`src/rtl/sccb_init_seq.sv`:
```
// Walks an SCCB register table and issues one iic_driver write per entry, with delay entries, NACK/timeout retry and a completion watchdog.
// Optional read-back verification of each write is built when SCCB_VERIFY_EN is defined.
module sccb_init_seq #(
  parameter int unsigned MAX_RETRY      = 3,
  parameter int unsigned TIMEOUT_CYCLES = 2000000,
  parameter int unsigned DELAY_CYCLES   = 1000000,
  parameter int unsigned IDX_W          = 8
) (
  input  logic             clk,
  input  logic             rst,
  input  logic             start,
  output logic [IDX_W-1:0] rom_index,
  input  logic [15:0]      rom_entry,
  output logic             iic_wr_en,
  output logic             iic_rd_en,
  output logic [7:0]       iic_addr,
  inout  wire  [7:0]       iic_data,
  input  logic             iic_work_done,
  input  logic             iic_ack,
  output logic             busy,
  output logic             done,
  output logic             error,
  output logic [IDX_W-1:0] err_index,
  output logic [15:0]      debug_out
);

  localparam int unsigned CNT_W = 32;
  localparam logic [CNT_W-1:0] TMO_LAST = CNT_W'(TIMEOUT_CYCLES - 1);
  localparam logic [CNT_W-1:0] DLY_LAST = CNT_W'(DELAY_CYCLES - 1);

  typedef enum logic [3:0] {
    ST_IDLE      = 4'd0,
    ST_FETCH     = 4'd1,
    ST_DECODE    = 4'd2,
    ST_ISSUE     = 4'd3,
    ST_WAIT      = 4'd4,
    ST_RETRY     = 4'd5,
    ST_DELAY     = 4'd6,
    ST_NEXT      = 4'd7,
    ST_DONE      = 4'd8,
    ST_FAIL      = 4'd9,
    ST_VRD_ISSUE = 4'd10,
    ST_VRD_WAIT  = 4'd11
  } state_e;

  state_e           state_q, state_d;
  logic [IDX_W-1:0] rom_index_q, rom_index_d;
  logic [15:0]      entry_q, entry_d;
  logic [7:0]       addr_q, addr_d;
  logic [7:0]       data_q, data_d;
  logic             wr_en_q, wr_en_d;
  logic [CNT_W-1:0] cnt_q, cnt_d;
  logic [3:0]       retry_cnt_q, retry_cnt_d;
  logic             busy_q, busy_d;
  logic             done_q, done_d;
  logic             error_q, error_d;
  logic [IDX_W-1:0] err_index_q, err_index_d;
`ifdef SCCB_VERIFY_EN
  logic             rd_en_q, rd_en_d;
  logic             oe_q, oe_d;
  logic             soft_reset_entry;
  assign soft_reset_entry = (entry_q[15:8] == 8'h12) && entry_q[7];
`endif

  // State and output registers
  always_ff @(posedge clk or negedge rst) begin
    if (!rst) begin
      state_q     <= ST_IDLE;
      rom_index_q <= '0;
      entry_q     <= '0;
      addr_q      <= '0;
      data_q      <= '0;
      wr_en_q     <= 1'b0;
      cnt_q       <= '0;
      retry_cnt_q <= '0;
      busy_q      <= 1'b0;
      done_q      <= 1'b0;
      error_q     <= 1'b0;
      err_index_q <= '0;
`ifdef SCCB_VERIFY_EN
      rd_en_q     <= 1'b0;
      oe_q        <= 1'b1;
`endif
    end else begin
      state_q     <= state_d;
      rom_index_q <= rom_index_d;
      entry_q     <= entry_d;
      addr_q      <= addr_d;
      data_q      <= data_d;
      wr_en_q     <= wr_en_d;
      cnt_q       <= cnt_d;
      retry_cnt_q <= retry_cnt_d;
      busy_q      <= busy_d;
      done_q      <= done_d;
      error_q     <= error_d;
      err_index_q <= err_index_d;
`ifdef SCCB_VERIFY_EN
      rd_en_q     <= rd_en_d;
      oe_q        <= oe_d;
`endif
    end
  end

  // Next-state logic; strobes are raised on the transition into the issue states
  always_comb begin
    state_d     = state_q;
    rom_index_d = rom_index_q;
    entry_d     = entry_q;
    addr_d      = addr_q;
    data_d      = data_q;
    wr_en_d     = 1'b0;
    cnt_d       = cnt_q;
    retry_cnt_d = retry_cnt_q;
    done_d      = done_q;
    error_d     = error_q;
    err_index_d = err_index_q;
`ifdef SCCB_VERIFY_EN
    rd_en_d     = 1'b0;
    oe_d        = oe_q;
`endif

    case (state_q)
      ST_IDLE, ST_DONE, ST_FAIL: begin
        if (start) begin
          done_d      = 1'b0;
          error_d     = 1'b0;
          retry_cnt_d = '0;
          rom_index_d = '0;
          state_d     = ST_FETCH;
        end
      end

      ST_FETCH: state_d = ST_DECODE;

      ST_DECODE: begin
        entry_d = rom_entry;
        cnt_d   = '0;
        if (rom_entry == 16'hFFFF) begin
          done_d  = 1'b1;
          state_d = ST_DONE;
        end else if (rom_entry[15:8] == 8'hFE) begin
          state_d = ST_DELAY;
        end else begin
          addr_d  = rom_entry[15:8];
          data_d  = rom_entry[7:0];
          wr_en_d = 1'b1;
          state_d = ST_ISSUE;
        end
      end

      ST_ISSUE: state_d = ST_WAIT;

      // First cycle after the strobe ignores work_done; work_done beats timeout
      ST_WAIT: begin
        cnt_d = cnt_q + CNT_W'(1);
        if ((cnt_q != '0) && iic_work_done) begin
          if (iic_ack) begin
`ifdef SCCB_VERIFY_EN
            if (soft_reset_entry) begin
              state_d = ST_NEXT;
            end else begin
              rd_en_d = 1'b1;
              oe_d    = 1'b0;
              cnt_d   = '0;
              state_d = ST_VRD_ISSUE;
            end
`else
            state_d = ST_NEXT;
`endif
          end else begin
            state_d = ST_RETRY;
          end
        end else if (cnt_q >= TMO_LAST) begin
          state_d = ST_RETRY;
        end
      end

`ifdef SCCB_VERIFY_EN
      ST_VRD_ISSUE: begin
        cnt_d   = '0;
        state_d = ST_VRD_WAIT;
      end

      ST_VRD_WAIT: begin
        cnt_d = cnt_q + CNT_W'(1);
        if ((cnt_q != '0) && iic_work_done) begin
          oe_d    = 1'b1;
          state_d = (iic_ack && (iic_data == entry_q[7:0])) ? ST_NEXT : ST_RETRY;
        end else if (cnt_q >= TMO_LAST) begin
          oe_d    = 1'b1;
          state_d = ST_RETRY;
        end
      end
`endif

      // Retry re-issues the latched entry without another table fetch
      ST_RETRY: begin
        if (32'(retry_cnt_q) < MAX_RETRY) begin
          retry_cnt_d = retry_cnt_q + 4'd1;
          cnt_d       = '0;
          wr_en_d     = 1'b1;
          state_d     = ST_ISSUE;
        end else begin
          err_index_d = rom_index_q;
          error_d     = 1'b1;
          state_d     = ST_FAIL;
        end
      end

      ST_DELAY: begin
        cnt_d = cnt_q + CNT_W'(1);
        if (cnt_q >= DLY_LAST) begin
          state_d = ST_NEXT;
        end
      end

      // A table with no end marker finishes after its last addressable entry
      ST_NEXT: begin
        retry_cnt_d = '0;
        if (rom_index_q == '1) begin
          done_d  = 1'b1;
          state_d = ST_DONE;
        end else begin
          rom_index_d = rom_index_q + IDX_W'(1);
          state_d     = ST_FETCH;
        end
      end

      default: state_d = ST_IDLE;
    endcase

    busy_d = !((state_d == ST_IDLE) || (state_d == ST_DONE) || (state_d == ST_FAIL));
  end

  assign rom_index = rom_index_q;
  assign iic_wr_en = wr_en_q;
  assign iic_addr  = addr_q;
  assign busy      = busy_q;
  assign done      = done_q;
  assign error     = error_q;
  assign err_index = err_index_q;
  assign debug_out = {state_q, retry_cnt_q, 8'(rom_index_q)};

`ifdef SCCB_VERIFY_EN
  assign iic_rd_en = rd_en_q;
  assign iic_data  = oe_q ? data_q : 8'bz;
`else
  assign iic_rd_en = 1'b0;
  assign iic_data  = data_q;
`endif

endmodule

```
`config.mk`:
```
export PLATFORM = sky130hd
export DESIGN_NAME = sccb_init_seq
export DESIGN_NICKNAME = d
export VERILOG_FILES = /design/src/rtl/sccb_init_seq.sv
export SDC_FILE = /design/constraint.sdc
export NUM_CORES = 1
export LEC_CHECK = 0
export ABC_AREA = 1
export CAP_MARGIN = 10
export CORE_AREA = 4 4 92 94
export DETAILED_ROUTE_END_ITERATION = 12
export DIE_AREA = 0 0 96 98
export PLACE_DENSITY = 0.89
export SKIP_LAST_GASP = 1
export SLEW_MARGIN = 10
export SYNTH_ARGS = -nofsm -noshare
export SYNTH_HDL_FRONTEND = slang
export SYNTH_SLANG_ARGS = --single-unit
```
`constraint.sdc`:
```
create_clock -name clk -period 3.6 [get_ports clk]
set_input_delay 0.72 -clock clk [delete_from_list [all_inputs] [get_ports clk]]
set_output_delay 0.72 -clock clk [all_outputs]
set_load 0.02 [all_outputs]
```
==> impl_metrics.json, run 1 <==
{
  "outcome": "finished, final reports clean",
  "drt_first_pass_iters": 5,
  "irDropWorstVdd_uv": 422,
  "worstHoldStart": "iic_data[0]",
  "htreeDepth": 3,
  "grt_pass1_vias": 4109,
  "min_path_cells": 2,
  "gp_congestion": 0.973,
  "routedWlPerCell_um": 15.1,
  "crit_family": "simple AND/OR/NAND/NOR gates",
  "finalClockSkew_ns": 0.0170,
  "cts_hold_buf": 0,
  "critPathKind": "reg2reg",
  "core_area_um2": 7650,
  "clk_latency_ns": 0.37,
  "path_clk_slew_ns": 0.09,
  "antenna_left": 0,
  "setup_ws_ns": 1.09,
  "critPathBufInv": 3,
  "p_per_area_nw_per_um2": 621,
  "rows": 32,
  "dp_slack_ns": 0.909,
  "r2r-start": "state_q[3]",
  "synth_seq_cells": 76,
  "grt_max_degree": 77,
  "crit_fanout": 19,
  "vias": 4165,
  "cts_setup_buffers": 0,
  "first_iter_violations": 321,
  "setup_violations": 0,
  "drive_above_1_share": 0.0736,
  "slew_headroom": 0.363,
  "rsz0062_at_grt": "no",
  "synth.largest_area_cell": "dfrtp_1",
  "cap_violations": 0,
  "synth_nets": 628,
  "ios": 74,
  "synth_area_um2": 4380,
  "overflow": 0,
  "clockRootBuffer": "clkbuf_8",
  "cts_tree": "done",
  "num_antenna_cells": 0,
  "fp.dieH_um": 98,
  "worstHoldPathType": "in2reg",
  "leakage_uw": 0.00244,
  "drv_slew": 0,
  "numCtsBuffers": 9,
  "cts.sinks": 76,
  "cpMostUsedCell": "inv_2",
  "grt_pass1_wl_um": 19400,
  "globalRouteTotalUtil": 0.264,
  "fmax_ghz": 0.398,
  "avgSynthCellArea_um2": 7.27,
  "synth_top_area_share": 0.434,
  "fin_util": 0.689,
  "cts-resized-gates": 0,
  "ys.warnings.count": 0,
  "viasPerCell": 5.42,
  "hold_violations": 0,
  "cp_cell_sequence": "nor2_2 > inv_2 > nor2_4 > inv_2 > a31oi_4 > buf_4 > nand2_1 > a21oi_1",
  "initial_core_util": 0.573,
  "worstMarginPinSlew_ns": 0.955,
  "cp-end-kind": "flop",
  "fin_crit_ns": 2.51,
  "place_hpwl_um": 8730,
  "arrival_ns": 2.80,
  "fin_crit_sh": 0.698,
  "startpoint_type": "flop",
  "critPathRequiredTime_ns": 3.89,
  "syn2layout_area_growth_pct": 20.3,
  "syn_inst": 603,
  "layout.nets": 686,
  "clk_path_buf_depth": 2,
  "dieWidth_um": 96,
  "port_buffers": 64,
  "antenna_found_initial": 0,
  "die-area_um2": 9410,
  "drc": 0,
  "reg2reg_depth": 8,
  "yosys-top-cells-area": "dfrtp_1, nand2_1, nor2_1",
  "routed_wl_um": 11600,
  "slowest_stage": "a31oi_4",
  "synth_cell_types": 37,
  "finalSetupTns_ns": 0,
  "crit_start": "state_q[3]",
  "synth_seq_area_share": 0.434,
  "crit_cells": 8,
  "max_stage_delay_ns": 0.51
}
## area by class of cell
class	instances	area, µm²
timing repair buffer	65	646
clock buffer	10	138
fill	593	2380
inverter	75	283
tap	102	128
sequential	76	1900
clock inverter	6	93.8
multi-input combinational	434	2080
## placed cells by master (no fill, tap or decap), drive strengths merged, types with 2 or more instances in the layout
master,synthesis,routed
clkbuf,2,10
nor3,25,25
nand4,8,8
nand3,31,31
o21ai,24,24
xor2,21,21
inv,74,76
nor2,80,80
clkdlybuf4s50,0,63
nand2,200,200
dfrtp,76,76
ha,4,4
clkinv,1,2
bufinv,0,2
buf,16,2
nor4,4,4
o22ai,15,15
a21oi,11,11
## metal layers
metal / wire (µm) / GRT usage / part of all wire / vias up
li1: - / - / - / 2022
met1: 4920 / 0.340 / 0.42 / 1961
met2: 5750 / 0.429 / 0.49 / 160
met3: 708 / 0.0624 / 0.061 / 22
met4: 242 / 0.0930 / 0.021 / 0
met5: 0 / 0 / 0 / -
## Yosys cell counts, drive strengths merged
master   instances
a211oi           1
a21boi           1
a21oi           11
a31oi            1
and3             1
buf             16
clkbuf           2
clkinv           1
conb             1
dfrtp           76
ha               4
inv             74
nand2          200
nand3           31
nand3b           1
nand4            8
nor2            80
nor3            25
nor3b            1
nor4             4
o2111ai          1
o21ai           24
o21bai           1
o221ai           1
o22ai           15
o31ai            1
xor2            21
## registers in the layout, summed over array words and instances (netlist names), 4 cells and up
| signal | cells |
|---|---|
| cnt_q | 32 |
| err_index | 8 |
| iic_addr | 8 |
| iic_data | 8 |
| rom_index | 8 |
| retry_cnt_q | 4 |
| state_q | 4 |
## power breakdown
group | total [µW] | switching, µW | internal, µW
Combinational | 1290 | 824 | 469
Sequential | 1230 | 201 | 1030
Clock | 750 | 335 | 415
## logic make-up (layout without fill, tap and decap cells)
group           after synthesis  count (layout)  share of synthesized area
fa+ha+maj                     4               4                     0.0114
buf+inv                      93             156                     0.0908
compound gates               57              57                     0.0782
flops                        76              76                      0.434
xor+xnor                     21              21                     0.0420
simple gates                351             351                      0.343
other cells                   1               1                   0.000856
## stage by stage
step / std cells / power, µW / hold slack [ns] / cell area (µm²)
5_1_grt: 768 / 3480 / 0.467 / 5270
6_report: 768 / 3280 / 0.467 / 5270
3_5_place_dp: 752 / 2520 / 0.472 / 5040
3_3_place_gp: 752 / 2480 / 0.463 / 5040
4_1_cts: 768 / 3280 / 0.463 / 5270
2_1_floorplan: 603 / 2060 / 0.424 / 4380
## path summary, 6_finish.rpt
path | to | slack [ns]
setup / recovery | cnt_q[2] | 1.09
hold / removal | iic_data[0] | 0.47
setup reg to reg | cnt_q[2] | 1.09
hold reg to reg | iic_addr[4] | 0.49
max in group asynchronous | state_q[0] | 2.48
min in group asynchronous | cnt_q[12] | 0.50
Power figures use the tool's default switching activity.
==> run 2, diff against run 1 <==
--- a/config.mk
+++ b/config.mk
@@ -7,10 +7,10 @@
 export LEC_CHECK = 0
 export ABC_AREA = 1
 export CAP_MARGIN = 10
-export CORE_AREA = 4 4 92 94
+export CORE_AREA = 4 4 96 98
 export DETAILED_ROUTE_END_ITERATION = 12
-export DIE_AREA = 0 0 96 98
-export PLACE_DENSITY = 0.89
+export DIE_AREA = 0 0 100 102
+export PLACE_DENSITY = 0.83
 export SKIP_LAST_GASP = 1
 export SLEW_MARGIN = 10
 export SYNTH_ARGS = -nofsm -noshare
==> constraint.sdc (replaced) <==
create_clock -name clk -period 2.53 [get_ports clk]
set_input_delay 0.506 -clock clk [delete_from_list [all_inputs] [get_ports clk]]
set_output_delay 0.506 -clock clk [all_outputs]
set_load 0.02 [all_outputs]
==> run 2 against run 1 <==
Compared with the run above:
- clock power grew 35%
- sequential share of layout area fell by 0.31 points
- clock skew down 0.0043 ns
==> impl_metrics.json, run 2 (synthesized netlist as in run 1, its figures left out) <==
{
  "port_buffers": 64,
  "fin_util": 0.628,
  "grt_max_degree": 77,
  "antenna_left": 0,
  "leakage_uw": 0.00246,
  "rows": 34,
  "routedWlPerCell_um": 14.5,
  "antenna_found_initial": 0,
  "layout_commonest_cell": "nand2_1",
  "setup_violations": 0,
  "multiInputGateArea_um2": 2080,
  "startpoint_type": "flop",
  "worstHoldPathType": "in2async",
  "globalRouteTotalUtil": 0.227,
  "cts_hold_buf": 0,
  "fin_crit_ns": 2.08,
  "grt_pass1_wl_um": 18500,
  "cts-resized-gates": 0,
  "cts_setup_buffers": 0,
  "layout.nets": 691,
  "grt_pass1_vias": 3917,
  "seqCellArea_um2": 1900,
  "overflow": 0,
  "initial_core_util": 0.518,
  "crit_family": "buffers and inverters",
  "finalSetupTns_ns": 0,
  "fmax_ghz": 0.481,
  "finalClockSkew_ns": 0.0127,
  "syn2layout_area_growth_pct": 21.3,
  "max_stage_delay_ns": 0.68,
  "slowest_stage": "clkdlybuf4s50_1",
  "cap_violations": 0,
  "first_iter_violations": 332,
  "cp_cell_sequence": "clkdlybuf4s50_1",
  "fp.dieH_um": 102,
  "cts_tree": "done",
  "outcome": "finished, final reports clean",
  "slew_headroom": 0.638,
  "clk_latency_ns": 0.36,
  "place_hpwl_um": 8560,
  "critPathKind": "reg2out",
  "critPathBufInv": 1,
  "cts.sinks": 76,
  "routed_wl_um": 11300,
  "top_register": "cnt_q",
  "final_cell_mix": "nand2_1, dfrtp_1, nor2_1",
  "vias": 4108,
  "fillers": 738,
  "clk_path_buf_depth": 2,
  "irDropWorstVdd_uv": 532,
  "path_clk_slew_ns": 0.10,
  "viasPerCell": 5.27,
  "arrival_ns": 1.57,
  "ios": 74,
  "drc": 0,
  "largest_reg_flops": 32,
  "die-area_um2": 10200,
  "drt_first_pass_iters": 7,
  "worstMarginPinSlew_ns": 0.539,
  "drive_above_1_share": 0.0805,
  "critPathRequiredTime_ns": 2.02,
  "rsz0062_at_grt": "no",
  "clockRootBuffer": "clkbuf_8",
  "hold_violations": 0,
  "drv_slew": 0,
  "crit_fanout": 7,
  "htreeDepth": 3,
  "fin_crit_sh": 0.821,
  "cp-end-kind": "output pin",
  "gp_congestion": 0.940,
  "dieWidth_um": 100,
  "core_area_um2": 8470,
  "num_antenna_cells": 0,
  "numCtsBuffers": 9,
  "p_per_area_nw_per_um2": 872
}
[run 2: per-layer routing]
layer,part of all wire,track usage,vias to the layer above,wire (µm)
li1,-,-,2041,-
met1,0.44,0.312,1888,5000
met2,0.47,0.359,155,5280
met3,0.060,0.0382,24,681
met4,0.028,0.0964,0,311
met5,0,0,-,0
[run 2: report_power, final]
part	switching [µW]	internal [µW]
sequential	288	1470
clock	525	485
combinational	1160	709
total	1980	2660
[run 2: area by class of cell]
type | count | share of cell area
inverter | 75 | 0.0532
clock buffer | 9 | 0.0233
clock inverter | 7 | 0.0179
multi-input combinational | 434 | 0.392
sequential | 76 | 0.358
timing repair buffer | 70 | 0.131
tap | 108 | 0.0254
[run 2: worst paths after layout]
path / to / cells past startpoint / start / slack [ns]
max reg2reg: busy / 8 / retry_cnt_q[0] / 0.59
max in group asynchronous: cnt_q[5] / 2 / rst / 2.04
min reg2reg: iic_addr[7] / 2 / iic_addr[7] / 0.49
max: debug_out[12] / 1 / state_q[0] / 0.45
min in group clk: iic_data[6] / 2 / iic_data[6] / 0.26
min: err_index[4] / 2 / rst / 0.14
[run 2: per-stage QoR]
step	hold WS, ns	total power [µW]	cells	area, µm²	setup WS, ns
floorplan	0.210	2930	603	4380	0.810
global placement	0.468	3590	763	5100	0.547
detailed placement	0.464	3650	763	5100	0.462
CTS	0.171	4650	779	5320	0.441
global route	0.188	4930	779	5320	0.375
finish	0.142	4640	779	5320	0.452
==> run 3, diff against run 2 <==
==> constraint.sdc (replaced) <==
create_clock -name clk -period 2.15 [get_ports clk]
set_input_delay 0.43 -clock clk [delete_from_list [all_inputs] [get_ports clk]]
set_output_delay 0.43 -clock clk [all_outputs]
set_load 0.02 [all_outputs]
==> run 3 against run 2 <==
Compared with the run above:
- the flow now finishes with violations (hold timing)
- cell area rose by 0.87%
- register-to-register slack got worse by 0.32 ns
- global-route usage is 0.27 points higher
- largest cell class unchanged
- combinational power rose by 20%
- sequential power grew 18%
- die area did not move
- sequential share of layout area decreased by 0.31 points
- critical path depth unchanged
- first-iteration DRC count is 15% lower
- sequential cell count unchanged
- worst setup slack worse by 0.31 ns
- clock-buffer cell count stayed put
==> impl_metrics.json, run 3 (synthesized netlist as in run 1, its figures left out) <==
{
  "first_iter_violations": 283,
  "initial_core_util": 0.518,
  "fin_crit_sh": 0.933,
  "antenna_left": 0,
  "grt_max_degree": 45,
  "fin_crit_ns": 2.01,
  "clk_latency_ns": 0.37,
  "clk_path_buf_depth": 2,
  "core_area_um2": 8470,
  "cts_hold_buf": 0,
  "die-area_um2": 10200,
  "p_per_area_nw_per_um2": 1040,
  "path_clk_slew_ns": 0.09,
  "numCtsBuffers": 9,
  "crit_family": "buffers and inverters",
  "finalSetupTns_ns": 0,
  "worstHoldPathType": "in2async",
  "violations": "hold timing",
  "hold_slack_ns": -0.00993,
  "globalRouteTotalUtil": 0.230,
  "critPathRequiredTime_ns": 1.72,
  "htreeDepth": 3,
  "cap_violations": 0,
  "cp-end-kind": "output pin",
  "r2r-start": "state_q[3]",
  "critPathKind": "reg2out",
  "max_stage_delay_ns": 0.68,
  "slowest_stage": "clkdlybuf4s50_1",
  "viasPerCell": 5.32,
  "gp_congestion": 0.969,
  "syn2layout_area_growth_pct": 22.4,
  "grt_pass1_wl_um": 18500,
  "overflow": 0,
  "setup_violations": 0,
  "rsz0062_at_grt": "no",
  "arrival_ns": 1.58,
  "ios": 74,
  "grt_pass1_vias": 3893,
  "port_buffers": 64,
  "drc": 0,
  "layout.nets": 694,
  "dieWidth_um": 100,
  "setup_ws_ns": 0.143,
  "cts_tree": "done",
  "drive_above_1_share": 0.0846,
  "dp_slack_ns": 0.162,
  "cts.sinks": 76,
  "p_sw_uw": 2320,
  "swShare": 0.416,
  "vias": 4161,
  "finalClockSkew_ns": 0.00883,
  "place_hpwl_um": 8750,
  "antenna_found_initial": 0,
  "hold_violations": 8,
  "outcome": "complete, but fails checks",
  "internal_power_uw": 3260,
  "leakage_uw": 0.00249,
  "cts-resized-gates": 0,
  "final_cell_mix": "nand2_1, dfrtp_1, nor2_1",
  "routed_wl_um": 11500,
  "fp.dieH_um": 102,
  "fmax_ghz": 0.498,
  "top_register": "cnt_q",
  "slew_headroom": 0.556,
  "critPathBufInv": 1,
  "irDropWorstVdd_uv": 775,
  "power_frac_comb": 0.402,
  "crit_fanout": 7,
  "power_frac_clock": 0.228,
  "drt_first_pass_iters": 5,
  "routedWlPerCell_um": 14.7,
  "multiInputGateArea_um2": 2080,
  "clockRootBuffer": "clkbuf_8",
  "crit_start": "state_q[0]",
  "fillers": 746,
  "largest_reg_flops": 32,
  "num_antenna_cells": 0,
  "cts_setup_buffers": 0,
  "power_frac_seq": 0.370,
  "drv_slew": 0,
  "rows": 34,
  "layout_commonest_cell": "nand2_1",
  "cp_cell_sequence": "clkdlybuf4s50_1",
  "worstMarginPinSlew_ns": 0.660,
  "startpoint_type": "flop",
  "seqCellArea_um2": 1900
}
==> run 3: changes by cell type in the layout (fill, tap and decap cells not counted), sizes merged <==
cell	change
buf	+3
clkinv	-2
bufinv	+1
inv	+1
==> run 3: cell type report <==
class,instances,share of cell area
multi-input cells,434,0.388
flip-flops and latches,76,0.355
repair buffers,73,0.136
clock inverters,7,0.0198
clock buffers,9,0.0231
well taps,108,0.0252
inverters,75,0.0527
==> run 3: final timing paths <==
path,cells after the start,slack (ns),to
worst max-delay path,1,0.14,debug_out[12]
worst min-delay path,1,-0.01,err_index[3]
worst max register to register,8,0.27,cnt_q[2]
worst min register to register,2,0.50,iic_addr[1]
max in group asynchronous,2,1.57,cnt_q[1]
min in group clk,2,0.18,iic_data[0]
==> run 3: power by group through the flow <==
| stage | Sequential [µW] | Clock, µW | Combinational (µW) |
|---|---|---|---|
| 3_3_place_gp | 2090 | 0 | 2170 |
| 5_1_grt | 2110 | 1360 | 2460 |
| 2_1_floorplan | 2280 | 0 | 1160 |
| 6_report | 2070 | 1270 | 2240 |
| 4_1_cts | 2070 | 1290 | 2250 |
| 3_5_place_dp | 2090 | 0 | 2250 |
==> run 3: per-stage QoR <==
stage                     instances  cell area [µm²]  power, µW  hold WS [ns]  utilization
after floorplan                 603             4380       3440         0.134            -
after global placement          766             5130       4260         0.388        0.606
after detailed placement        766             5130       4330         0.401        0.606
after CTS                       782             5360       5610       0.00616        0.633
after global routing            782             5360       5930        0.0128        0.633
final                           782             5360       5580      -0.00993        0.633
==> run 3: per-layer routing <==
| layer | vias to the layer above | GRT usage | wire (µm) | share of wire |
|---|---|---|---|---|
| met1 | 1963 | 0.307 | 5180 | 0.45 |
| met4 | 0 | 0.0891 | 244 | 0.021 |
| met2 | 122 | 0.371 | 5490 | 0.48 |
| met5 | - | 0 | 0 | 0 |
| met3 | 22 | 0.0457 | 567 | 0.049 |
| li1 | 2054 | - | - | - |
==> run 3: worst register-to-register path: cells and delay by family (launching register included) <==
family / cells / cell delay, ns
AND/OR/NAND/NOR: 3 / 0.52
buffers and inverters: 3 / 0.47
AO/OA/AOI/OAI: 2 / 0.36
flip-flops: 1 / 0.45
==> patch, RTL diff (config.mk and constraints of run 3) <==
`data_q` no longer has a reset.
--- a/src/rtl/sccb_init_seq.sv
+++ b/src/rtl/sccb_init_seq.sv
@@ -69,7 +69,6 @@
       rom_index_q <= '0;
       entry_q     <= '0;
       addr_q      <= '0;
-      data_q      <= '0;
       wr_en_q     <= 1'b0;
       cnt_q       <= '0;
       retry_cnt_q <= '0;
@@ -86,7 +85,6 @@
       rom_index_q <= rom_index_d;
       entry_q     <= entry_d;
       addr_q      <= addr_d;
-      data_q      <= data_d;
       wr_en_q     <= wr_en_d;
       cnt_q       <= cnt_d;
       retry_cnt_q <= retry_cnt_d;
@@ -99,6 +97,10 @@
       oe_q        <= oe_d;
 `endif
     end
+  end
+
+  always_ff @(posedge clk) begin
+    data_q <= data_d;
   end
 
   // Next-state logic; strobes are raised on the transition into the issue states
Behaviour: differs if rst is asserted again (counterexample within 4 cycles, from zero or initial values and one cycle with rst low); with rst held inactive, the same outputs for 10 cycles.
==> patch against run 3 <==
  * Power decreased by 5.1%
  * Wire length decreased by 5.1%
  * Sequential cell count unchanged
  * Design area decreased by 3.0%
  * Synthesized area decreased by 3.1%
  * Setup slack got worse by 0.021 ns
  * Die area unchanged
  * Global-route usage decreased by 1.3 points
  * Fmax decreased by 1.0%
  * Critical path type unchanged
  * Critical endpoint unchanged
  * Largest power group unchanged
==> patch: results (changes against run 3) <==
| Metric | Value |
|---|---|
| Post-cts gate resize count | 0 (unchanged) |
| Syn Nets | 568 (was 628) |
| Fill count | 725 (was 746) |
| Synth area leaders | dfrtp_1 (40%), nand2_1 (12%), nor2_1 (6.3%) (was dfrtp_1 (43%), nand2_1 (17%), nor2_1 (6.3%)) |
| Worst path arrival time | 1.60 ns (was 1.58 ns) |
| Dpl hpwl | 8340 um (was 8750 um) |
| CP max FO | 9 (was 7) |
| Largest net degree at the start of global routing | 32 (was 45) |
| Dpl cells | 710 (was 766) |
| Async SR Flop Fraction | 89.5% (was 100%) |
| Synth Area in Compound Gates | 9.63% (was 7.82%) |
| Met2 wire length | 5200 um (was 5490 um) |
| Met2 Use GR | 35.7% (was 37.1%) |
| Critical R2R Capture | cnt_q[26]$_DFFE_PN0P_ (was cnt_q[2]$_DFFE_PN0P_) |
| GRT Resource Usage Total | 21.7% (was 23.0%) |
| Layout cells sized above 1 | 8.41% (was 8.46%) |
| Drt first pass iters | 4 (was 5) |
| Detailed Route WL | 10,900 um (was 11,500 um) |
| M1 wire length | 4670 um (was 5180 um) |
| Synth top cells by count | nand2_1 (135), nor2_1 (71), dfrtp_1 (68) (was nand2_1 (198), dfrtp_1 (76), nor2_1 (74)) |
| Min Hold Slack | 0.0473 ns (was -0.00993 ns) |
| Post-Syn Instances | 543 (was 603) |
| First-pass GRT wire length | 17,700 um (was 18,500 um) |
| Post-synthesis xor/xnor area fraction | 5.36% (was 4.20%) |
| Worst r2r path cells | 9 (was 8) |
| Post-synthesis adder-cell area fraction | 1.18% (was 1.14%) |
| Outcome | complete, no violations (was complete, but fails checks) |
| Post-Route Skew | 0.00999 ns (was 0.00883 ns) |
| Maximum VDD drop | 0.000637 V (was 0.000775 V) |
| Library cells used by synthesis | 38 (was 37) |
| GPL Wtd Cong | 0.922 (was 0.969) |
| Nets | 638 (was 694) |
| M1 GR Usage | 27.6% (was 30.7%) |
| Relative max-transition margin | 64.8% (was 55.6%) |
| Via density | 5.41 (was 5.32) |
| Met3 wire len | 709 um (was 567 um) |
| Cell leakage power | 2.21 nW (was 2.49 nW) |
| 1st-iter DRT viols | 245 (was 283) |
| Post-synth EDFFs | 8 (was 0) |
| Critical R2R Launch | cnt_q[0]$_DFFE_PN0P_ (was state_q[3]$_DFF_PN0_) |
## patch: cells by family (layout without fill, tap and decap cells)
group	after synthesis	in the layout
flip-flops	76	76
adder cells (fa/ha/maj)	4	4
buffers and inverters	81	156
XOR/XNOR	26	26
other	1	1
AND/OR/NAND/NOR	287	287
AO/OA/AOI/OAI	68	68
## patch: area by class of cell
class                   count  area share (%)
well taps                 108            2.60
inverters                  63            4.54
repair buffers             77            14.3
clock buffers              10            2.45
clock inverters             6            1.20
multi-input cells         386            37.6
flip-flops and latches     76            37.3
## patch: stage by stage
step	setup slack, ns	area, um^2	utilization [%]
2_1_floorplan	0.393	4250	-
3_3_place_gp	0.166	5010	59.2
3_5_place_dp	0.129	5010	59.2
4_1_cts	0.115	5200	61.5
5_1_grt	0.0600	5200	61.5
6_report	0.122	5200	61.5
## patch: where the power goes
group          total, mW  switching [mW]  internal [mW]
Sequential          2.00           0.262           1.74
Clock               1.10           0.564          0.537
Combinational       2.20            1.33          0.862
